## src/rtl/ddram_pkg.sv

```systemverilog
// Shared types and helpers for the DDRAM ROM write channel.
// State codes are plain constants so legacy netlists can name them directly.
package ddram_pkg;

    localparam int DDRAM_AW  = 29;
    localparam int DDRAM_DW  = 64;
    localparam int DDRAM_BEW = 8;

    typedef logic [1:0] state_t;

    localparam state_t IDLE    = 2'd0;
    localparam state_t COLLECT = 2'd1;
    localparam state_t WRITE   = 2'd2;
    localparam state_t FINISH  = 2'd3;

    // 64-bit word address of a region byte, given the byte offset divided by 8.
    function automatic logic [DDRAM_AW-1:0] word_addr(
        input logic [DDRAM_AW-1:0] base,
        input logic [21:0]         word_off
    );
        return base + {{(DDRAM_AW-22){1'b0}}, word_off};
    endfunction

endpackage

```

## src/rtl/ddram_rom_writer_byte_packer.sv

```systemverilog
// Packs accepted download bytes into one 64-bit word with a lane mask,
// plus a one-entry skid slot for a byte that belongs to the next word.
module ddram_rom_writer_byte_packer
    import ddram_pkg::*;
(
    input  logic                 clk_sys,
    input  logic                 reset,
    input  logic [DDRAM_AW-1:0]  in_addr,
    input  logic [2:0]           in_lane,
    input  logic [7:0]           in_data,
    input  logic                 capture,
    input  logic                 park,
    input  logic                 unpark,
    input  logic                 clear,
    output logic [DDRAM_AW-1:0]  buf_addr,
    output logic [DDRAM_DW-1:0]  buf_data,
    output logic [DDRAM_BEW-1:0] buf_mask,
    output logic                 buf_empty,
    output logic                 same_word,
    output logic                 skid_full
);

    logic [DDRAM_AW-1:0] skid_addr;
    logic [2:0]          skid_lane;
    logic [7:0]          skid_data;

    function automatic logic [DDRAM_DW-1:0] put_byte(
        input logic [DDRAM_DW-1:0] word,
        input logic [2:0]          lane,
        input logic [7:0]          b
    );
        logic [DDRAM_DW-1:0] w;
        w = word;
        w[{lane, 3'b000} +: 8] = b;
        return w;
    endfunction

    function automatic logic [DDRAM_BEW-1:0] lane_bit(input logic [2:0] lane);
        return 8'd1 << lane;
    endfunction

    assign buf_empty = ~|buf_mask;
    assign same_word = (in_addr == buf_addr);

    // A fresh word always starts from zero so unwritten lanes never leak stale data.
    always_ff @(posedge clk_sys) begin
        if (reset) begin
            buf_addr  <= '0;
            buf_data  <= '0;
            buf_mask  <= '0;
            skid_addr <= '0;
            skid_lane <= '0;
            skid_data <= '0;
            skid_full <= 1'b0;
        end else begin
            if (clear || unpark) begin
                if (skid_full) begin
                    buf_addr  <= skid_addr;
                    buf_data  <= put_byte('0, skid_lane, skid_data);
                    buf_mask  <= lane_bit(skid_lane);
                    skid_full <= 1'b0;
                end else begin
                    buf_data <= '0;
                    buf_mask <= '0;
                end
            end else if (capture) begin
                if (buf_empty) begin
                    buf_addr <= in_addr;
                    buf_data <= put_byte('0, in_lane, in_data);
                    buf_mask <= lane_bit(in_lane);
                end else begin
                    buf_data <= put_byte(buf_data, in_lane, in_data);
                    buf_mask <= buf_mask | lane_bit(in_lane);
                end
            end

            if (park && !skid_full) begin
                skid_addr <= in_addr;
                skid_lane <= in_lane;
                skid_data <= in_data;
                skid_full <= 1'b1;
            end
        end
    end

endmodule

```

## src/rtl/ddram_rom_writer.sv

```systemverilog
// Write side of the DDRAM ROM channel: turns the PCM part of the ROM download
// into single-beat 64-bit DDRAM writes, stalling hps_io while a write is pending.
module ddram_rom_writer
    import ddram_pkg::*;
#(
    parameter logic [24:0] REGION_START = 25'h0A0000,
    parameter logic [24:0] REGION_SIZE  = 25'h40000,
    parameter logic [28:0] BASE_WORD    = 29'h0600000,
    parameter logic [7:0]  ROM_INDEX    = 8'd0
) (
    input  logic        clk_sys,
    input  logic        reset,
    input  logic        ioctl_download,
    input  logic [7:0]  ioctl_index,
    input  logic        ioctl_wr,
    input  logic [24:0] ioctl_addr,
    input  logic [7:0]  ioctl_dout,
    output logic        ioctl_wait,
    input  logic        ddram_busy,
    output logic        ddram_we,
    output logic [28:0] ddram_addr,
    output logic [63:0] ddram_din,
    output logic [7:0]  ddram_be,
    output logic [7:0]  ddram_burstcnt,
    output logic        done
);

    state_t state;
    state_t state_next;
    logic   dl_prev;

    logic [24:0]         off;
    logic                in_window;
    logic                hit;
    logic [DDRAM_AW-1:0] in_addr;
    logic [2:0]          in_lane;

    logic                 capture;
    logic                 park;
    logic                 unpark;
    logic                 clear;
    logic [DDRAM_AW-1:0]  buf_addr;
    logic [DDRAM_DW-1:0]  buf_data;
    logic [DDRAM_BEW-1:0] buf_mask;
    logic                 buf_empty;
    logic                 same_word;
    logic                 skid_full;

    // The offset compare avoids overflow when the window sits near the top of the space.
    assign off       = ioctl_addr - REGION_START;
    assign in_window = (ioctl_addr >= REGION_START) && (off < REGION_SIZE);
    assign hit       = ioctl_wr && ioctl_download && (ioctl_index == ROM_INDEX) && in_window;
    assign in_addr   = word_addr(BASE_WORD, off[24:3]);
    assign in_lane   = off[2:0];

    ddram_rom_writer_byte_packer u_packer (
        .clk_sys   (clk_sys),
        .reset     (reset),
        .in_addr   (in_addr),
        .in_lane   (in_lane),
        .in_data   (ioctl_dout),
        .capture   (capture),
        .park      (park),
        .unpark    (unpark),
        .clear     (clear),
        .buf_addr  (buf_addr),
        .buf_data  (buf_data),
        .buf_mask  (buf_mask),
        .buf_empty (buf_empty),
        .same_word (same_word),
        .skid_full (skid_full)
    );

    always_comb begin
        state_next = state;
        capture    = 1'b0;
        park       = 1'b0;
        unpark     = 1'b0;
        clear      = 1'b0;
        case (state)
            IDLE: begin
                if (ioctl_download && !dl_prev && (ioctl_index == ROM_INDEX))
                    state_next = COLLECT;
            end
            COLLECT: begin
                if (skid_full) begin
                    unpark = 1'b1;
                end else if (buf_mask[7]) begin
                    // A lane-7 byte arrived via the skid slot; flush it like any other.
                    park       = hit;
                    state_next = WRITE;
                end else if (hit) begin
                    if (buf_empty || same_word) begin
                        capture = 1'b1;
                        if (in_lane == 3'd7)
                            state_next = WRITE;
                    end else begin
                        park       = 1'b1;
                        state_next = WRITE;
                    end
                end else if (!ioctl_download) begin
                    state_next = buf_empty ? FINISH : WRITE;
                end
            end
            WRITE: begin
                park = hit;
                if (!ddram_busy) begin
                    clear      = 1'b1;
                    state_next = (!ioctl_download && !skid_full) ? FINISH : COLLECT;
                end
            end
            default: begin
                state_next = IDLE;
            end
        endcase
    end

    always_ff @(posedge clk_sys) begin
        if (reset) begin
            state   <= IDLE;
            dl_prev <= 1'b0;
            done    <= 1'b0;
        end else begin
            state   <= state_next;
            dl_prev <= ioctl_download;
            if (state == IDLE && state_next == COLLECT)
                done <= 1'b0;
            else if (state == FINISH)
                done <= 1'b1;
        end
    end

    // Payload comes straight from the buffer, which only changes on write acceptance.
    assign ddram_we       = (state == WRITE);
    assign ddram_addr     = buf_addr;
    assign ddram_din      = buf_data;
    assign ddram_be       = buf_mask;
    assign ddram_burstcnt = 8'd1;
    assign ioctl_wait     = (state == WRITE) || skid_full;

    // A strobe while the skid slot is occupied means the host ignored ioctl_wait.
    assert property (@(posedge clk_sys) disable iff (reset) !(hit && skid_full));

endmodule
```

## config.mk

```make
export PLATFORM = sky130hd
export DESIGN_NAME = ddram_rom_writer
export DESIGN_NICKNAME = d
export VERILOG_FILES = /design/src/rtl/ddram_pkg.sv /design/src/rtl/ddram_rom_writer_byte_packer.sv /design/src/rtl/ddram_rom_writer.sv
export SDC_FILE = /design/constraint.sdc
export NUM_CORES = 1
export LEC_CHECK = 0
export ABC_AREA = 1
export CORE_MARGIN = 10
export CORE_UTILIZATION = 45
export DETAILED_ROUTE_END_ITERATION = 8
export GPL_TIMING_DRIVEN = 0
export HOLD_SLACK_MARGIN = 0.06
export PLACE_DENSITY = 0.84
export RECOVER_POWER = 50
export SKIP_CTS_REPAIR_TIMING = 1
export SYNTH_ARGS = -nofsm -noshare
export SYNTH_HDL_FRONTEND = slang
export SYNTH_SLANG_ARGS = --single-unit
```

## constraint.sdc

```tcl
create_clock -name clk_sys -period 3.45 [get_ports clk_sys]
set_input_delay 0.5175 -clock clk_sys [delete_from_list [all_inputs] [get_ports clk_sys]]
set_output_delay 0.5175 -clock clk_sys [all_outputs]
set_load 0.05 [all_outputs]
```

=== Yosys cells after proc, flatten, opt, wreduce, memory -nomap -nowiden ===
Cells that the tools add are included.

* Register bits after elaboration: 146
* Bits of input ports: 46
* Output and inout bits: 112

* Add/subtract/negate cells: 4
* Order comparisons: 2
* Equality and inequality tests: 8
* Shift-type cells: 6
* Muxes and demuxes: 40
* Bitwise operators: 3
* Reduce and logical (&&, ||, !) cells: 23

{| class="wikitable"
|+ Operators by type and width
! operator !! count
|-
| 2-to-1 mux 64 bit || 4
|-
| bitwise AND 64 bit || 2
|-
| variable shift 8 x 8 -> 64 bit, first input constant || 2
|-
| variable part select 8 x 8 -> 64 bit || 2
|-
| 2-to-1 mux 29 bit || 4
|-
| bitwise mux 64 bit || 1
|-
| 2-to-1 mux 8 bit || 4
|-
| == test 24 x 29 -> 1 bit || 1
|-
| greater-or-equal comparator 25 x 20 -> 1 bit, second input constant || 1
|-
| less-than comparator 25 x 19 -> 1 bit, second input constant || 1
|-
| subtractor 25 x 20 -> 25 bit, second input constant || 1
|-
| adder 23 x 22 -> 24 bit, first input constant || 1
|-
| 2-to-1 mux 2 bit || 9
|-
| 2-to-1 mux 1 bit || 16
|-
| negation 6 -> 8 bit || 2
|-
| << shifter 1 x 3 -> 8 bit, first input constant || 2
|-
| logical AND 1 bit || 9
|-
| zero test 8 bit || 1
|-
| bitwise OR 8 bit || 1
|-
| OR reduction 8 bit || 1
|-
| one-hot mux 2 bit (3 select lines) || 1
|-
| == test 2 x 1 -> 1 bit, second input constant || 2
|-
| == test 2 bit, second input constant || 2
|-
| zero test 1 bit || 4
|-
| 9 further kinds || 12
|}

=== Logic depth before layout (Yosys ltp) ===
* Depth in word-level cells: 12
* Mapped depth: 21

=== Hierarchy ===
Synthesis repeated with hierarchy kept, for this count alone.

* Cell total of the unflattened synthesis: 1318
* Area, all modules: 8276.7 µm²

{| class="wikitable"
|+ By module, submodules not included
! module !! instances !! cells an instance !! area each (µm²) !! sequential area each (µm²)
|-
| ddram_rom_writer_byte_packer || 1 || 1194 || 7564.8 || 2842.7
|-
| ddram_rom_writer || 1 || 124 || 711.9 || 80.1
|}

=== Worst setup path after synthesis ===
Ideal clock, no wire load.

* Path type: input to register
* From: input port ioctl_addr[0]
* To: register u_packer.buf_data[38]
* Setup time: 0.117 ns
* Arrival: 2.419 ns
* Required time: 3.333 ns
* Setup slack: 0.914 ns
* Stages: 12
* Buffers on the path: 2
* Path through: buf_2 > inv_1 > ha_1 > ha_1 > nand2_1 > nor4_4 > inv_1 > nand2_1 > buf_2 > nand3_1 > nand2_1 > nor2_1

* Cells in the longest elaborated chain, start to end: 10
* Elaborated cells on any way between the ends: 22
* Classes of those cells: 3 x add/sub; 2 x order compare; 1 x eq/ne; 2 x shift; 9 x mux; 1 x bitwise; 4 x reduce/logical

{| class="wikitable"
|+ Ends and longest elaborated chain
! what !! line !! RTL
|-
| start, declared || ddram_rom_writer.sv:16 || <nowiki>input logic [24:0] ioctl_addr,</nowiki>
|-
| subtractor 25 x 20 -> 25 bit || ddram_rom_writer.sv:50 || <nowiki>assign off = ioctl_addr - REGION_START;</nowiki>
|-
| adder 23 x 22 -> 24 bit || ddram_pkg.sv:21 || <nowiki>return base + {{(DDRAM_AW-22){1'b0}}, word_off};</nowiki>
|-
| == test 24 x 29 -> 1 bit || ddram_rom_writer_byte_packer.sv:43 || <nowiki>assign same_word = (in_addr == buf_addr);</nowiki>
|-
| logical OR 1 bit || ddram_rom_writer.sv:93 || <nowiki>if (buf_empty || same_word) begin</nowiki>
|-
| 2-to-1 mux 1 bit || ddram_rom_writer.sv:93 ||
|-
| 2-to-1 mux 1 bit || ddram_rom_writer.sv:92 || <nowiki>end else if (hit) begin</nowiki>
|-
| 2-to-1 mux 1 bit || ddram_rom_writer.sv:88 || <nowiki>end else if (buf_mask[7]) begin</nowiki>
|-
| 2-to-1 mux 1 bit || ddram_rom_writer.sv:86 || <nowiki>if (skid_full) begin</nowiki>
|-
| 2-to-1 mux 1 bit || ddram_rom_writer.sv:80 || <nowiki>case (state)</nowiki>
|-
| nonzero test 2 bit (no source line) || n/a ||
|-
| end signal, assigned || ddram_rom_writer_byte_packer.sv:59 || <nowiki>buf_data <= put_byte('0, skid_lane, skid_data);</nowiki>
|-
| end signal, assigned || ddram_rom_writer_byte_packer.sv:69 || <nowiki>buf_data <= put_byte('0, in_lane, in_data);</nowiki>
|-
| end signal, assigned || ddram_rom_writer_byte_packer.sv:72 || <nowiki>buf_data <= put_byte(buf_data, in_lane, in_data);</nowiki>
|-
| end, declared || ddram_rom_writer_byte_packer.sv:16 || <nowiki>output logic [DDRAM_DW-1:0] buf_data,</nowiki>
|}

Parallel ways exist; a longest one is shown, timed or not. The select of a mux whose other input is x is not followed.
A chain may end at the register's enable or synchronous reset.

=== Final worst setup path ===
* From: input port ioctl_addr[0]
* To: register u_packer.buf_data[28]

Same word-level chain as after synthesis.

==> results.py <==
metrics = {
    "outcome": {
        "run_status": "complete, no violations",
    },
    "cells_and_area": {
        "final_nets": 1421,
        "diodes": 0,
        "area_growth_pct": 30.4,
        "fillers": 1611,
        "stdcell_count": 1589,
        "finalInstanceArea_sq_um": 10000,
        "drive_above_1_share_pct": 7.09,
    },
    "grt": {
        "grt_pass1_wl_um": 41800,
        "grt_pass1_vias": 7935,
        "grt.total_usage_pct": 23.2,
        "grt-ovfl-total": 0,
        "grt_max_degree": 17,
        "antenna_found_initial": 0,
    },
    "yosys": {
        "ys_seq_area_share_pct": 34.9,
        "synth-warning-count": 0,
        "synth_edf_count": 0,
        "async_flop_share_pct": 0,
        "synth_area_sq_um": 7700,
        "synth-main-ff-cell": "dfxtp_1",
        "ys_ff_latch": 134,
        "yosysUniqueCellTypes": 38,
        "syn_area_per_cell_sq_um": 6.51,
        "syn_inst": 1183,
    },
    "timing": {
        "finalHoldViolCount": 0,
        "period_minus_slack_ns": 3.24,
        "finalCritPeriodShare_pct": 93.9,
        "fmax_mhz": 309,
        "setup_violations": 0,
        "fin_worst_skew_ns": 0.0186,
        "tightest_slew_ns": 0.907,
        "slew_viol_final": 0,
        "slew_headroom_pct": 39.0,
    },
    "cts": {
        "clock_sinks": 134,
        "cts_max_path_buffers": 2,
        "cts.clk_slew.worst_paths_ns": 0.06,
        "ctsRootBufferMaster": "clkbuf_16",
        "h-tree-depth": 4,
        "cts_buffers": 17,
        "clock_latency_ns": 0.44,
        "cts_tree": "built",
    },
    "worst_setup_path": {
        "crit_type": "input pin to flop",
        "cp_data_required_time_ns": 3.75,
        "slowest_stage": "clkdlybuf4s50_1",
        "startpoint_type": "input pin",
        "path_cells": "clkdlybuf4s50_1 > buf_2 > inv_1 > ha_1 > ha_1 > inv_1 > nor2_1 > inv_1 > nand2_1 > nand2_1 > nand2_1 > a21oi_1",
        "cp-end-kind": "flop",
        "worstPathMaxFanout": 9,
        "slowest_delay_ns": 0.52,
        "critPathArrivalTime_ns": 3.54,
    },
    "drt": {
        "drtIter0Drc": 975,
        "vias_per_cell": 5.51,
        "route.detailed.drc": 0,
        "ant_nets": 0,
        "drt-pass1-iter-count": 8,
        "wl_per_cell_um": 17.0,
        "wirelength_um": 27000,
        "vias": 8748,
    },
    "floorplanning": {
        "die_h_um": 151,
        "die_area_sq_um": 22700,
        "io_pins": 158,
        "initial_utilization_pct": 46.1,
        "core.rowCount": 47,
        "fp.dieW_um": 151,
        "floorplan.core_area_sq_um": 16700,
    },
    "min_path": {
        "hold_class": "flop to flop",
    },
    "pwr": {
        "cellPowerDensity_nw_per_um2": 394,
        "ir_drop_mv": 0.394,
        "p_leak_nw": 4.34,
    },
    "placement": {
        "dp_cells": 1557,
        "hpwl_um": 20800,
        "gp_congestion": 1.02,
        "place_area_sq_um": 9450,
        "port_buffers": 143,
    },
    "flow_run": {
        "maxCapViolations": 0,
    },
}
path summary, 6_finish.rpt:
path                                  startpoint                                   to  slack (ns)  depth (start not counted)
max                                ioctl_addr[0]   u_packer.buf_data[28]$_SDFFE_PP0P_        0.21                         12
min          u_packer.skid_addr[19]$_SDFFE_PP0P_  u_packer.skid_addr[19]$_SDFFE_PP0P_        0.46                          2
max reg2reg                  state[0]$_SDFF_PP0_   u_packer.buf_addr[18]$_SDFFE_PP0P_        0.42                         11
min reg2reg  u_packer.skid_addr[19]$_SDFFE_PP0P_  u_packer.skid_addr[19]$_SDFFE_PP0P_        0.46                          2
kinds of logic after synthesis:
kind of cell / Yosys count / share of synthesized area, %
flops: 134 / 34.9
fa+ha+maj: 19 / 3.09
buf+inv: 190 / 10.8
simple gates: 599 / 33.0
compound gates: 239 / 18.2
other cells: 2 / 0.0976
critical path, delay by kind of cell:
family | cells | cell delay, ns
buf+inv | 5 | 1.22
simple gates | 4 | 0.97
fa+ha+maj | 2 | 0.75
compound gates | 1 | 0.06
metrics by stage:
stage	hold slack (ns)	total power [W]	utilization [%]	setup WS (ns)	setup TNS (ns)
after floorplan	0.430	0.00194	-	0.914	0
after global placement	0.439	0.00212	56.6	-0.399	-5.34
after detailed placement	0.444	0.00212	56.6	-0.372	-8.11
after CTS	0.453	0.00395	60.1	0.0776	0
after global routing	0.473	0.00407	60.1	-0.00222	-0.00507
final	0.457	0.00395	60.1	0.209	0
cell type report:
| cell class | instances | area [sq um] | area share (%) |
|---|---|---|---|
| clock inverter | 13 | 146 | 1.46 |
| clock buffer | 19 | 443 | 4.41 |
| multi-input combinational | 870 | 4230 | 42.1 |
| timing repair buffer | 143 | 1430 | 14.3 |
| buffer | 70 | 379 | 3.78 |
| inverter | 120 | 450 | 4.49 |
| tap | 220 | 275 | 2.74 |
| sequential | 134 | 2680 | 26.7 |
cells in the final DEF (no fill, tap or decap), types with 9 or more instances in the layout:
cell,instances
nand4_1,12
nand3_1,123
dlygate4sd3_1,99
o21ai_0,61
clkbuf_1,23
a21oi_1,102
inv_1,113
o21ai_1,9
buf_4,19
ha_1,19
a32oi_1,19
clkbuf_16,17
buf_2,22
a22oi_1,25
nand2_1,265
nor3_1,12
dfxtp_1,134
conb_1,13
clkdlybuf4s50_1,44
nor2_1,167
flip-flops by register name (all words and copies together), names as in the netlist:
| signal | count |
|---|---|
| u_packer.buf_data | 64 |
| u_packer.buf_addr | 23 |
| u_packer.skid_addr | 23 |
| u_packer.buf_mask | 8 |
| u_packer.skid_data | 8 |
| u_packer.skid_lane | 3 |
| state | 2 |
| dl_prev | 1 |
| done | 1 |
| u_packer.skid_full | 1 |
power by group:
group / switching, W / internal (W)
clock: 0.000762 / 0.00109
sequential: 0.00000948 / 0.00156
combinational: 0.000364 / 0.000164
total: 0.00114 / 0.00282
metal layers:
| layer | part of all wire [%] | track usage, % | vias to the layer above | routed length, um |
|---|---|---|---|---|
| met1 | 43 | 31.2 | 3988 | 11600 |
| li1 | - | - | 4246 | - |
| met4 | 2.2 | 7.94 | 0 | 583 |
| met2 | 44 | 35.9 | 459 | 11900 |
| met3 | 11 | 5.25 | 55 | 2950 |
| met5 | 0 | 0 | - | 0 |
cells in the mapped netlist, types with 9 or more instances:
master | instances | share of area (%)
nor3_1 | 12 | 0.78
a32oi_1 | 19 | 2.2
a21oi_1 | 102 | 6.6
nor2_1 | 167 | 8.1
buf_2 | 23 | 1.5
nand3_1 | 123 | 8.0
clkbuf_1 | 23 | 1.1
o21ai_0 | 61 | 4.0
nand2_1 | 265 | 13
dfxtp_1 | 134 | 35
a22oi_1 | 25 | 2.4
o21ai_1 | 9 | 0.59
nand4_1 | 12 | 0.98
buf_4 | 19 | 1.9
ha_1 | 19 | 3.1
inv_1 | 113 | 5.5
Note: power is estimated with default switching activity, not from simulation.
